<file path="config.mk">
export PLATFORM = sky130hd
export DESIGN_NAME = div_scheduler_flat
export DESIGN_NICKNAME = d
export VERILOG_FILES = /design/src/rtl/div_scheduler_pkg.sv /design/src/rtl/div_scheduler_if.sv /design/src/rtl/div_scheduler_clz.sv /design/src/rtl/div_scheduler.sv /design/src/flat_wrapper.sv
export SDC_FILE = /design/constraint.sdc
export NUM_CORES = 1
export LEC_CHECK = 0
export ABC_AREA = 0
export CAP_MARGIN = 20
export CORE_AREA = 2 2 206 148
export CTS_BUF_LIST = sky130_fd_sc_hd__clkbuf_4 sky130_fd_sc_hd__clkbuf_8
export CTS_CLUSTER_DIAMETER = 150
export DETAILED_ROUTE_END_ITERATION = 12
export DIE_AREA = 0 0 208 150
export MAX_ROUTING_LAYER = met4
export PLACE_DENSITY = 0.82
export REMOVE_ABC_BUFFERS = 1
export SKIP_LAST_GASP = 1
export SYNTH_ARGS = -nofsm -noshare
export SYNTH_HDL_FRONTEND = slang
export SYNTH_SLANG_ARGS = --single-unit
</file>
<file path="constraint.sdc">
create_clock -name clk -period 6.7 [get_ports clk]
set_input_delay 0.67 -clock clk [delete_from_list [all_inputs] [get_ports clk]]
set_output_delay 0.67 -clock clk [all_outputs]
set_load 0.005 [all_outputs]
</file>
<file path="src/rtl/div_scheduler_pkg.sv">
// -----------------------------------------------------------------------------
// div_scheduler_pkg
// Shared definitions for the divider scheduler: operation encoding, FSM state
// encoding and small decode helpers used by the interface, the scheduler and
// the testbench.
// -----------------------------------------------------------------------------
package div_scheduler_pkg;

    // Operation encoding on issue_op. Bit 0 selects unsigned, bit 1 selects
    // remainder instead of quotient.
    typedef enum logic [1:0] {
        OP_DIV  = 2'b00,
        OP_DIVU = 2'b01,
        OP_REM  = 2'b10,
        OP_REMU = 2'b11
    } op_e;

    // State codes kept as plain constants so legacy code can compare against
    // them directly; the enum below wraps the same values.
    localparam logic [2:0] S_IDLE   = 3'd0;
    localparam logic [2:0] S_START  = 3'd1;
    localparam logic [2:0] S_RUN    = 3'd2;
    localparam logic [2:0] S_RESULT = 3'd3;
    localparam logic [2:0] S_DRAIN  = 3'd4;

    typedef enum logic [2:0] {
        IDLE   = S_IDLE,
        START  = S_START,
        RUN    = S_RUN,
        RESULT = S_RESULT,
        DRAIN  = S_DRAIN
    } state_e;

    function automatic logic op_is_unsigned(input op_e op);
        return op[0];
    endfunction

    function automatic logic op_is_rem(input op_e op);
        return op[1];
    endfunction

endpackage

</file>
<file path="src/rtl/div_scheduler_if.sv">
// -----------------------------------------------------------------------------
// div_scheduler_if
// Request/writeback bus between an issuing pipeline and the divider scheduler.
//   issue_valid/issue_ready  request handshake
//   issue_op/rs1/rs2/id      operation, dividend, divisor, tag
//   flush                    discard anything not yet written back
//   wb_valid/wb_ack          writeback handshake
//   wb_data/wb_id            result and its tag
// master = requester side, slave = scheduler side.
// -----------------------------------------------------------------------------
interface div_scheduler_if
    import div_scheduler_pkg::*;
#(
    parameter int DIV_WIDTH = 32,
    parameter int ID_W      = 3
) ();

    logic                 issue_valid;
    logic                 issue_ready;
    op_e                  issue_op;
    logic [DIV_WIDTH-1:0] issue_rs1;
    logic [DIV_WIDTH-1:0] issue_rs2;
    logic [ID_W-1:0]      issue_id;
    logic                 flush;
    logic                 wb_valid;
    logic                 wb_ack;
    logic [DIV_WIDTH-1:0] wb_data;
    logic [ID_W-1:0]      wb_id;

    modport master (
        output issue_valid, issue_op, issue_rs1, issue_rs2, issue_id, flush, wb_ack,
        input  issue_ready, wb_valid, wb_data, wb_id
    );

    modport slave (
        input  issue_valid, issue_op, issue_rs1, issue_rs2, issue_id, flush, wb_ack,
        output issue_ready, wb_valid, wb_data, wb_id
    );

endinterface

</file>
<file path="src/rtl/div_scheduler_clz.sv">
// -----------------------------------------------------------------------------
// clz
// Count of leading zeros of a WIDTH-bit value. A zero input saturates to
// WIDTH-1 (the same code as an input of 1) so the result fits in
// clog2(WIDTH) bits.
//   i_value  value to inspect
//   o_count  number of leading zeros, saturated at WIDTH-1
// -----------------------------------------------------------------------------
module clz #(
    parameter int WIDTH = 32
) (
    input  logic [WIDTH-1:0]         i_value,
    output logic [$clog2(WIDTH)-1:0] o_count
);

    localparam int CW = $clog2(WIDTH);

    // NOTE: o_count gets a default before the loop so every path assigns it
    // and no latch is inferred.
    always_comb begin
        o_count = CW'(WIDTH - 1);
        // Scanning upwards, the highest set bit is the last one to write.
        for (int i = 0; i < WIDTH; i++) begin
            if (i_value[i]) begin
                o_count = CW'(WIDTH - 1 - i);
            end
        end
    end

endmodule

</file>
<file path="src/rtl/div_scheduler.sv">
// -----------------------------------------------------------------------------
// div_scheduler
// Front end for an iterative divider core. Accepts DIV/DIVU/REM/REMU requests,
// short-circuits divide-by-zero and repeats of the last core-computed operand
// pair, otherwise launches the core on unsigned magnitudes and applies sign
// correction on the way back.
//   clk, rst              clock, synchronous active-high reset
//   bus (slave)           issue / flush / writeback handshake
//   div_start             one-cycle launch pulse to the core
//   div_dividend/divisor  unsigned magnitudes, stable until div_done
//   div_*_CLZ             leading-zero counts of those magnitudes
//   div_done              core completion (may coincide with div_start)
//   div_quotient/remainder unsigned core results
// -----------------------------------------------------------------------------
module div_scheduler
    import div_scheduler_pkg::*;
#(
    parameter int DIV_WIDTH = 32,
    parameter int ID_W      = 3
) (
    input  logic                         clk,
    input  logic                         rst,
    div_scheduler_if.slave               bus,
    output logic                         div_start,
    output logic [DIV_WIDTH-1:0]         div_dividend,
    output logic [DIV_WIDTH-1:0]         div_divisor,
    output logic [$clog2(DIV_WIDTH)-1:0] div_dividend_CLZ,
    output logic [$clog2(DIV_WIDTH)-1:0] div_divisor_CLZ,
    input  logic                         div_done,
    input  logic [DIV_WIDTH-1:0]         div_quotient,
    input  logic [DIV_WIDTH-1:0]         div_remainder
);

    state_e               r_state;
    state_e               w_next_state;

    // Request held while in flight.
    op_e                  r_op;
    logic [ID_W-1:0]      r_id;
    logic [DIV_WIDTH-1:0] r_rs1;
    logic [DIV_WIDTH-1:0] r_rs2;
    logic [DIV_WIDTH-1:0] r_mag_a;
    logic [DIV_WIDTH-1:0] r_mag_b;
    logic                 r_neg_q;
    logic                 r_neg_r;
    logic [DIV_WIDTH-1:0] r_wb_data;

    // Single-entry cache of the last core-computed operand pair.
    logic                 r_reuse_valid;
    logic                 r_reuse_uns;
    logic [DIV_WIDTH-1:0] r_reuse_rs1;
    logic [DIV_WIDTH-1:0] r_reuse_rs2;
    logic [DIV_WIDTH-1:0] r_reuse_q;
    logic [DIV_WIDTH-1:0] r_reuse_r;

    logic                 w_in_uns;
    logic                 w_in_rem;
    logic                 w_rs1_neg;
    logic                 w_rs2_neg;
    logic [DIV_WIDTH-1:0] w_mag_a;
    logic [DIV_WIDTH-1:0] w_mag_b;
    logic                 w_div_zero;
    logic                 w_reuse_hit;
    logic                 w_accept;
    logic                 w_core_busy;
    logic                 w_core_capture;
    logic                 w_reuse_kill;

    // Selects quotient or remainder and restores the sign. For min / -1 the
    // quotient magnitude is 2^(W-1) with no negation, which reads back as min.
    function automatic logic [DIV_WIDTH-1:0] fix_sign(
        input logic                 is_rem,
        input logic                 neg_q,
        input logic                 neg_r,
        input logic [DIV_WIDTH-1:0] q,
        input logic [DIV_WIDTH-1:0] r
    );
        if (is_rem) begin
            return neg_r ? -r : r;
        end
        return neg_q ? -q : q;
    endfunction

    // ---------------------------------------------------------------- decode
    assign w_in_uns    = op_is_unsigned(bus.issue_op);
    assign w_in_rem    = op_is_rem(bus.issue_op);
    assign w_rs1_neg   = ~w_in_uns & bus.issue_rs1[DIV_WIDTH-1];
    assign w_rs2_neg   = ~w_in_uns & bus.issue_rs2[DIV_WIDTH-1];
    assign w_mag_a     = w_rs1_neg ? -bus.issue_rs1 : bus.issue_rs1;
    assign w_mag_b     = w_rs2_neg ? -bus.issue_rs2 : bus.issue_rs2;
    assign w_div_zero  = (bus.issue_rs2 == '0);
    assign w_reuse_hit = r_reuse_valid
                       && (bus.issue_rs1 == r_reuse_rs1)
                       && (bus.issue_rs2 == r_reuse_rs2)
                       && (w_in_uns == r_reuse_uns);

    assign w_accept       = bus.issue_valid & bus.issue_ready;
    assign w_core_busy    = (r_state == START) || (r_state == RUN);
    // A flush racing with div_done discards the result like DRAIN would.
    assign w_core_capture = w_core_busy & div_done & ~bus.flush;
    assign w_reuse_kill   = div_done & ((r_state == DRAIN) | (w_core_busy & bus.flush));

    // ------------------------------------------------------------------- FSM
    always_comb begin
        w_next_state = r_state;
        case (r_state)
            IDLE: begin
                if (w_accept) begin
                    w_next_state = (w_div_zero || w_reuse_hit) ? RESULT : START;
                end
            end
            START, RUN: begin
                if (div_done) begin
                    w_next_state = bus.flush ? IDLE : RESULT;
                end else begin
                    w_next_state = bus.flush ? DRAIN : RUN;
                end
            end
            DRAIN: begin
                if (div_done) begin
                    w_next_state = IDLE;
                end
            end
            RESULT: begin
                if (bus.flush || bus.wb_ack) begin
                    w_next_state = IDLE;
                end
            end
            default: w_next_state = IDLE;
        endcase
    end

    // NOTE: all clocked state uses non-blocking assignments so every register
    // samples pre-edge values regardless of statement order.
    always_ff @(posedge clk) begin
        if (rst) begin
            r_state       <= IDLE;
            r_reuse_valid <= 1'b0;
        end else begin
            r_state <= w_next_state;
            if (w_core_capture) begin
                r_reuse_valid <= 1'b1;
            end else if (w_reuse_kill) begin
                r_reuse_valid <= 1'b0;
            end
        end
    end

    // NOTE: datapath registers carry no reset; they are only consumed once the
    // reset-cleared state and valid bits say they were written.
    always_ff @(posedge clk) begin
        if (w_accept) begin
            r_op    <= bus.issue_op;
            r_id    <= bus.issue_id;
            r_rs1   <= bus.issue_rs1;
            r_rs2   <= bus.issue_rs2;
            r_mag_a <= w_mag_a;
            r_mag_b <= w_mag_b;
            r_neg_q <= w_rs1_neg ^ w_rs2_neg;
            r_neg_r <= w_rs1_neg;
            if (w_div_zero) begin
                r_wb_data <= w_in_rem ? bus.issue_rs1 : '1;
            end else if (w_reuse_hit) begin
                r_wb_data <= fix_sign(w_in_rem, w_rs1_neg ^ w_rs2_neg, w_rs1_neg,
                                      r_reuse_q, r_reuse_r);
            end
        end
        if (w_core_capture) begin
            r_wb_data   <= fix_sign(op_is_rem(r_op), r_neg_q, r_neg_r,
                                    div_quotient, div_remainder);
            r_reuse_rs1 <= r_rs1;
            r_reuse_rs2 <= r_rs2;
            r_reuse_uns <= op_is_unsigned(r_op);
            r_reuse_q   <= div_quotient;
            r_reuse_r   <= div_remainder;
        end
    end

    // --------------------------------------------------------------- outputs
    assign bus.issue_ready = (r_state == IDLE) & ~rst & ~bus.flush;
    assign bus.wb_valid    = (r_state == RESULT);
    assign bus.wb_data     = r_wb_data;
    assign bus.wb_id       = r_id;

    assign div_start    = (r_state == START);
    assign div_dividend = r_mag_a;
    assign div_divisor  = r_mag_b;

    clz #(.WIDTH(DIV_WIDTH)) u_clz_dividend (
        .i_value (r_mag_a),
        .o_count (div_dividend_CLZ)
    );

    clz #(.WIDTH(DIV_WIDTH)) u_clz_divisor (
        .i_value (r_mag_b),
        .o_count (div_divisor_CLZ)
    );

endmodule
</file>
<file path="src/flat_wrapper.sv">
// flat-port wrapper written by rule: the top's interface ports become plain ports
module div_scheduler_flat import div_scheduler_pkg::*;
#(
    parameter int DIV_WIDTH = 32,
    parameter int ID_W      = 3
)
  (clk, rst, div_start, div_dividend, div_divisor, div_dividend_CLZ, div_divisor_CLZ, div_done, div_quotient, div_remainder, bus_issue_valid, bus_issue_op, bus_issue_rs1, bus_issue_rs2, bus_issue_id, bus_flush, bus_wb_ack, bus_issue_ready, bus_wb_valid, bus_wb_data, bus_wb_id);
  div_scheduler_if #(.DIV_WIDTH(DIV_WIDTH), .ID_W(ID_W)) bus_i ();
  input  logic clk;
  input  logic rst;
  output logic div_start;
  output logic [DIV_WIDTH-1:0] div_dividend;
  output logic [DIV_WIDTH-1:0] div_divisor;
  output logic [$clog2(DIV_WIDTH)-1:0] div_dividend_CLZ;
  output logic [$clog2(DIV_WIDTH)-1:0] div_divisor_CLZ;
  input  logic div_done;
  input  logic [DIV_WIDTH-1:0] div_quotient;
  input  logic [DIV_WIDTH-1:0] div_remainder;
  input wire logic [$bits(bus_i.issue_valid)-1:0] bus_issue_valid;
  input wire logic [$bits(bus_i.issue_op)-1:0] bus_issue_op;
  input wire logic [$bits(bus_i.issue_rs1)-1:0] bus_issue_rs1;
  input wire logic [$bits(bus_i.issue_rs2)-1:0] bus_issue_rs2;
  input wire logic [$bits(bus_i.issue_id)-1:0] bus_issue_id;
  input wire logic [$bits(bus_i.flush)-1:0] bus_flush;
  input wire logic [$bits(bus_i.wb_ack)-1:0] bus_wb_ack;
  output wire logic [$bits(bus_i.issue_ready)-1:0] bus_issue_ready;
  output wire logic [$bits(bus_i.wb_valid)-1:0] bus_wb_valid;
  output wire logic [$bits(bus_i.wb_data)-1:0] bus_wb_data;
  output wire logic [$bits(bus_i.wb_id)-1:0] bus_wb_id;
  assign bus_i.issue_valid = bus_issue_valid;
  assign bus_i.issue_op = bus_issue_op;
  assign bus_i.issue_rs1 = bus_issue_rs1;
  assign bus_i.issue_rs2 = bus_issue_rs2;
  assign bus_i.issue_id = bus_issue_id;
  assign bus_i.flush = bus_flush;
  assign bus_i.wb_ack = bus_wb_ack;
  assign bus_issue_ready = bus_i.issue_ready;
  assign bus_wb_valid = bus_i.wb_valid;
  assign bus_wb_data = bus_i.wb_data;
  assign bus_wb_id = bus_i.wb_id;
  div_scheduler #(.DIV_WIDTH(DIV_WIDTH), .ID_W(ID_W)) u_core (.clk(clk), .rst(rst), .bus(bus_i), .div_start(div_start), .div_dividend(div_dividend), .div_divisor(div_divisor), .div_dividend_CLZ(div_dividend_CLZ), .div_divisor_CLZ(div_divisor_CLZ), .div_done(div_done), .div_quotient(div_quotient), .div_remainder(div_remainder));
endmodule
</file>
==> summary.txt <==
Status
  • Status: finished, final reports clean

Critical path
  • CP max stage delay: around 1.0 ns
  • Critical Path Source: bus_issue_rs2[17]
  • CP arrival: 4.40 ns
  • CP endpoint: u_core.bus.wb_data[19]$_DFFE_PP_
  • Crit path cell chain: clkdlybuf4s50_1 -> or4_4 -> or4_4 -> nor4_2 -> a21oi_1 -> o21ai_4 -> buf_16
  • Critical path launch point type: input pin
  • Worst EP required: around 7 ns
  • CP dominant cell by count: or4_4
  • R2R cell count: 6
  • Critical path type: in -> reg
  • Worst path slowest cell: nor4_2
  • Reg2Reg Setup Slack: approximately 3.2 ns
  • Top fanout value on the critical path: 17
  • R2r endpoint: u_core.bus.wb_data[23]$_DFFE_PP_
  • RR Startpoint: u_core.r_reuse_q[12]$_DFFE_PP_
  • Crit path capture type: register

STA
  • Layout Skew: between 0.015 and 0.02 ns
  • Final WS setup: ~2.6 ns
  • Final period demand of the worst path: between 4 and 5 ns
  • Pins over their slew limit: 0
  • Crit share post-route: 0.613
  • Worst slew margin: 0.190
  • Fmax: approximately 240 MHz
  • Final Setup Violations: 0
  • Unrepaired setup endpoints after global routing: no
  • Setup TNS: 0 ns
  • Final hold vios: 0
  • Worst-Margin Slew: between 1 and 1.5 ns

Synthesis
  • Ys flop type: edfxtp_1
  • Gate Count Post-Synth: ~1400
  • Sequential share of the synthesized area: 0.552
  • Number of flops mapped to enable cells by yosys: between 200 and 300
  • Synth unique cells: between 60 and 70
  • Yosys top cell area share: 0.547
  • Most numerous cell in the Yosys netlist: edfxtp_1
  • Most common library cells after synthesis: edfxtp_1 (294), xnor2_1 (107), xor2_1 (107)
  • Avg Synthesized Cell Area: 11.3 um^2
  • Synth Warn #: 0
  • Largest cells by area after synthesis: edfxtp_1 (55%), xnor2_1 (5.8%), xor2_1 (5.8%)
  • Largest area contributor in the netlist: edfxtp_1
  • Cell Area, Synth: 16100 um^2
  • Seq cells post-synth: 298
  • Async S/R FF share, synth: 0

Cells and area
  • Fill count: roughly 2200
  • Area grow syn2layout: 23.5%
  • Final #Nets: roughly 1800
  • Layout cell share with drive strength beyond 1: 0.0661
  • Non-Filler Instances: between 2000 and 2500
  • ANT cells: 0

Routing
  • 1st-iter DRT viols: about 2000
  • Routed WL: 53700 um
  • Avg WL per Cell: 25.4 um
  • Number of vias per cell: between 6 and 7
  • Post-route ant nets: 0
  • Detailed-route DRC error count: 0
  • Drt first pass iters: 6
  • Via count: about 14000

Power
  • Leakage: between 6 and 7 nW
  • Total power: 4.10 mW
  • Peak supply drop: 0.000129 V
  • Pwr Density: 206 nW/um^2

Clock tree
  • Sink Count: roughly 300
  • CTS resizes: 0
  • CTS root buffer: clkbuf_8
  • Post-CTS Setup Bufs: 0
  • CTS H-tree lvls: 2
  • Max clock buf depth: 3
  • Clock-pin slew on the worst setup and hold paths: ~0.070 ns
  • TritonCTS buffer count: 47
  • Hold_buf cts: 0
  • Clk_lat worst skew: roughly 0.60 ns
  • CTS tree: built

Global route
  • Initial antenna violation count: 0
  • Vias in the first global route: 13000
  • First-pass GRT wire length: ~80000 um
  • Grt ovf: 0
  • Total track usage: 0.352
  • Largest net degree at the start of global routing: around 100

Die
  • CORE AREA: just under 30000 um^2
  • Die area: approximately 31000 um^2
  • Ports: 251
  • Num rows: 53
  • Initial Util: 0.550
  • Die H: around 150 um
  • Die Wd: approximately 210 um

Placed design
  • IO buf count: 250
  • RD Place Congestion: 0.996
  • Dpl cells: approximately 2000
  • DP HPWL: around 40000 um
  • Pre-CTS setup slack: about 2.1 ns

Job
  • Max-Cap Viols: 0

Worst hold path
  • Hold WC Path Type: reg -> reg
==> critical path: cells and delay by family <==
family	cells	cell delay, ns
buf+inv	2	0.80
simple gates	3	2.11
compound gates	2	0.81
==> cell families (layout without fill, tap and decap cells) <==
| kind of cell | Yosys count | count (layout) | share of synthesized area |
|---|---|---|---|
| AND/OR/NAND/NOR | 446 | 446 | 0.147 |
| AO/OA/AOI/OAI | 333 | 333 | 0.137 |
| flip-flops | 298 | 298 | 0.552 |
| XOR/XNOR | 214 | 214 | 0.116 |
| buffers and inverters | 110 | 402 | 0.0268 |
| multiplexers | 26 | 26 | 0.0165 |
| adder cells (fa/ha/maj) | 6 | 6 | 0.00465 |
==> cells in the final DEF (no fill, tap or decap), drive strengths merged, types with 16 or more instances in the layout <==
cell	instances
nor3	41
o22ai	17
nand2	73
nor2	97
edfxtp	294
clkinv	22
nor4	78
inv	51
nor2b	36
o21ai	69
clkbuf	60
or4	18
or3	23
mux2i	21
xnor2	107
nand3	16
o41ai	34
buf	19
a21oi	75
clkdlybuf4s50	250
o31ai	53
xor2	107
==> area by class of cell <==
| type | instances | area, um^2 | area share |
|---|---|---|---|
| multi-input combinational | 1025 | 6810 | 0.342 |
| timing repair buffer | 269 | 2680 | 0.134 |
| tap | 385 | 482 | 0.0242 |
| clock buffer | 60 | 744 | 0.0374 |
| clock inverter | 23 | 105 | 0.00528 |
| sequential | 298 | 8910 | 0.447 |
| inverter | 50 | 193 | 0.00967 |
==> metrics by stage <==
stage          utilization  cell area (um^2)  hold slack (ns)
2_1_floorplan            -             15900            0.400
3_3_place_gp         0.649             19000            0.401
3_5_place_dp         0.650             19100            0.405
4_1_cts              0.679             19900            0.412
5_1_grt              0.680             19900            0.423
6_report             0.680             19900            0.411
==> power breakdown <==
part | switching [mW] | internal (mW)
clock network | 0.738 | 0.729
registers | 0.0300 | 2.10
logic | 0.283 | 0.221
==> flip-flops by register name, summed over array words and instances, names as in the netlist, 3 cells and up <==
| name | flops |
|---|---|
| u_core.div_divisor | 32 |
| u_core.r_rs2 | 31 |
| u_core.r_reuse_rs2 | 32 |
| u_core.bus.wb_id | 3 |
| u_core.r_state | 3 |
| u_core.r_rs1 | 31 |
| u_core.bus.wb_data | 32 |
| u_core.r_reuse_rs1 | 32 |
| u_core.div_dividend | 32 |
| u_core.r_reuse_r | 32 |
| u_core.r_reuse_q | 32 |
==> per-layer routing <==
metal / track usage / vias to the layer above / wire length (um)
li1: - / 6008 / -
met1: 0.525 / 6713 / 22600
met2: 0.478 / 1083 / 22200
met3: 0.0890 / 120 / 7620
met4: 0.0883 / 0 / 1230
met5: - / - / 0
==> how the worst min path moves through the flow <==
stage | from | slack (ns) | cells past startpoint | endpoint
3_5_place_dp | u_core.r_rs1[26]$_DFFE_PP_ | 0.40 | 0 | u_core.r_reuse_rs1[26]$_DFFE_PP_
6_report | u_core.r_rs1[7]$_DFFE_PP_ | 0.41 | 0 | u_core.r_reuse_rs1[7]$_DFFE_PP_
4_1_cts | u_core.r_rs2[11]$_DFFE_PP_ | 0.41 | 0 | u_core.r_reuse_rs2[11]$_DFFE_PP_
2_1_floorplan | u_core.r_rs1[10]$_DFFE_PP_ | 0.40 | 0 | u_core.r_reuse_rs1[10]$_DFFE_PP_
5_1_grt | u_core.r_rs2[28]$_DFFE_PP_ | 0.42 | 0 | u_core.r_reuse_rs2[28]$_DFFE_PP_
3_3_place_gp | u_core.r_rs2[11]$_DFFE_PP_ | 0.40 | 0 | u_core.r_reuse_rs2[11]$_DFFE_PP_
Power figures use the tool's default switching activity.
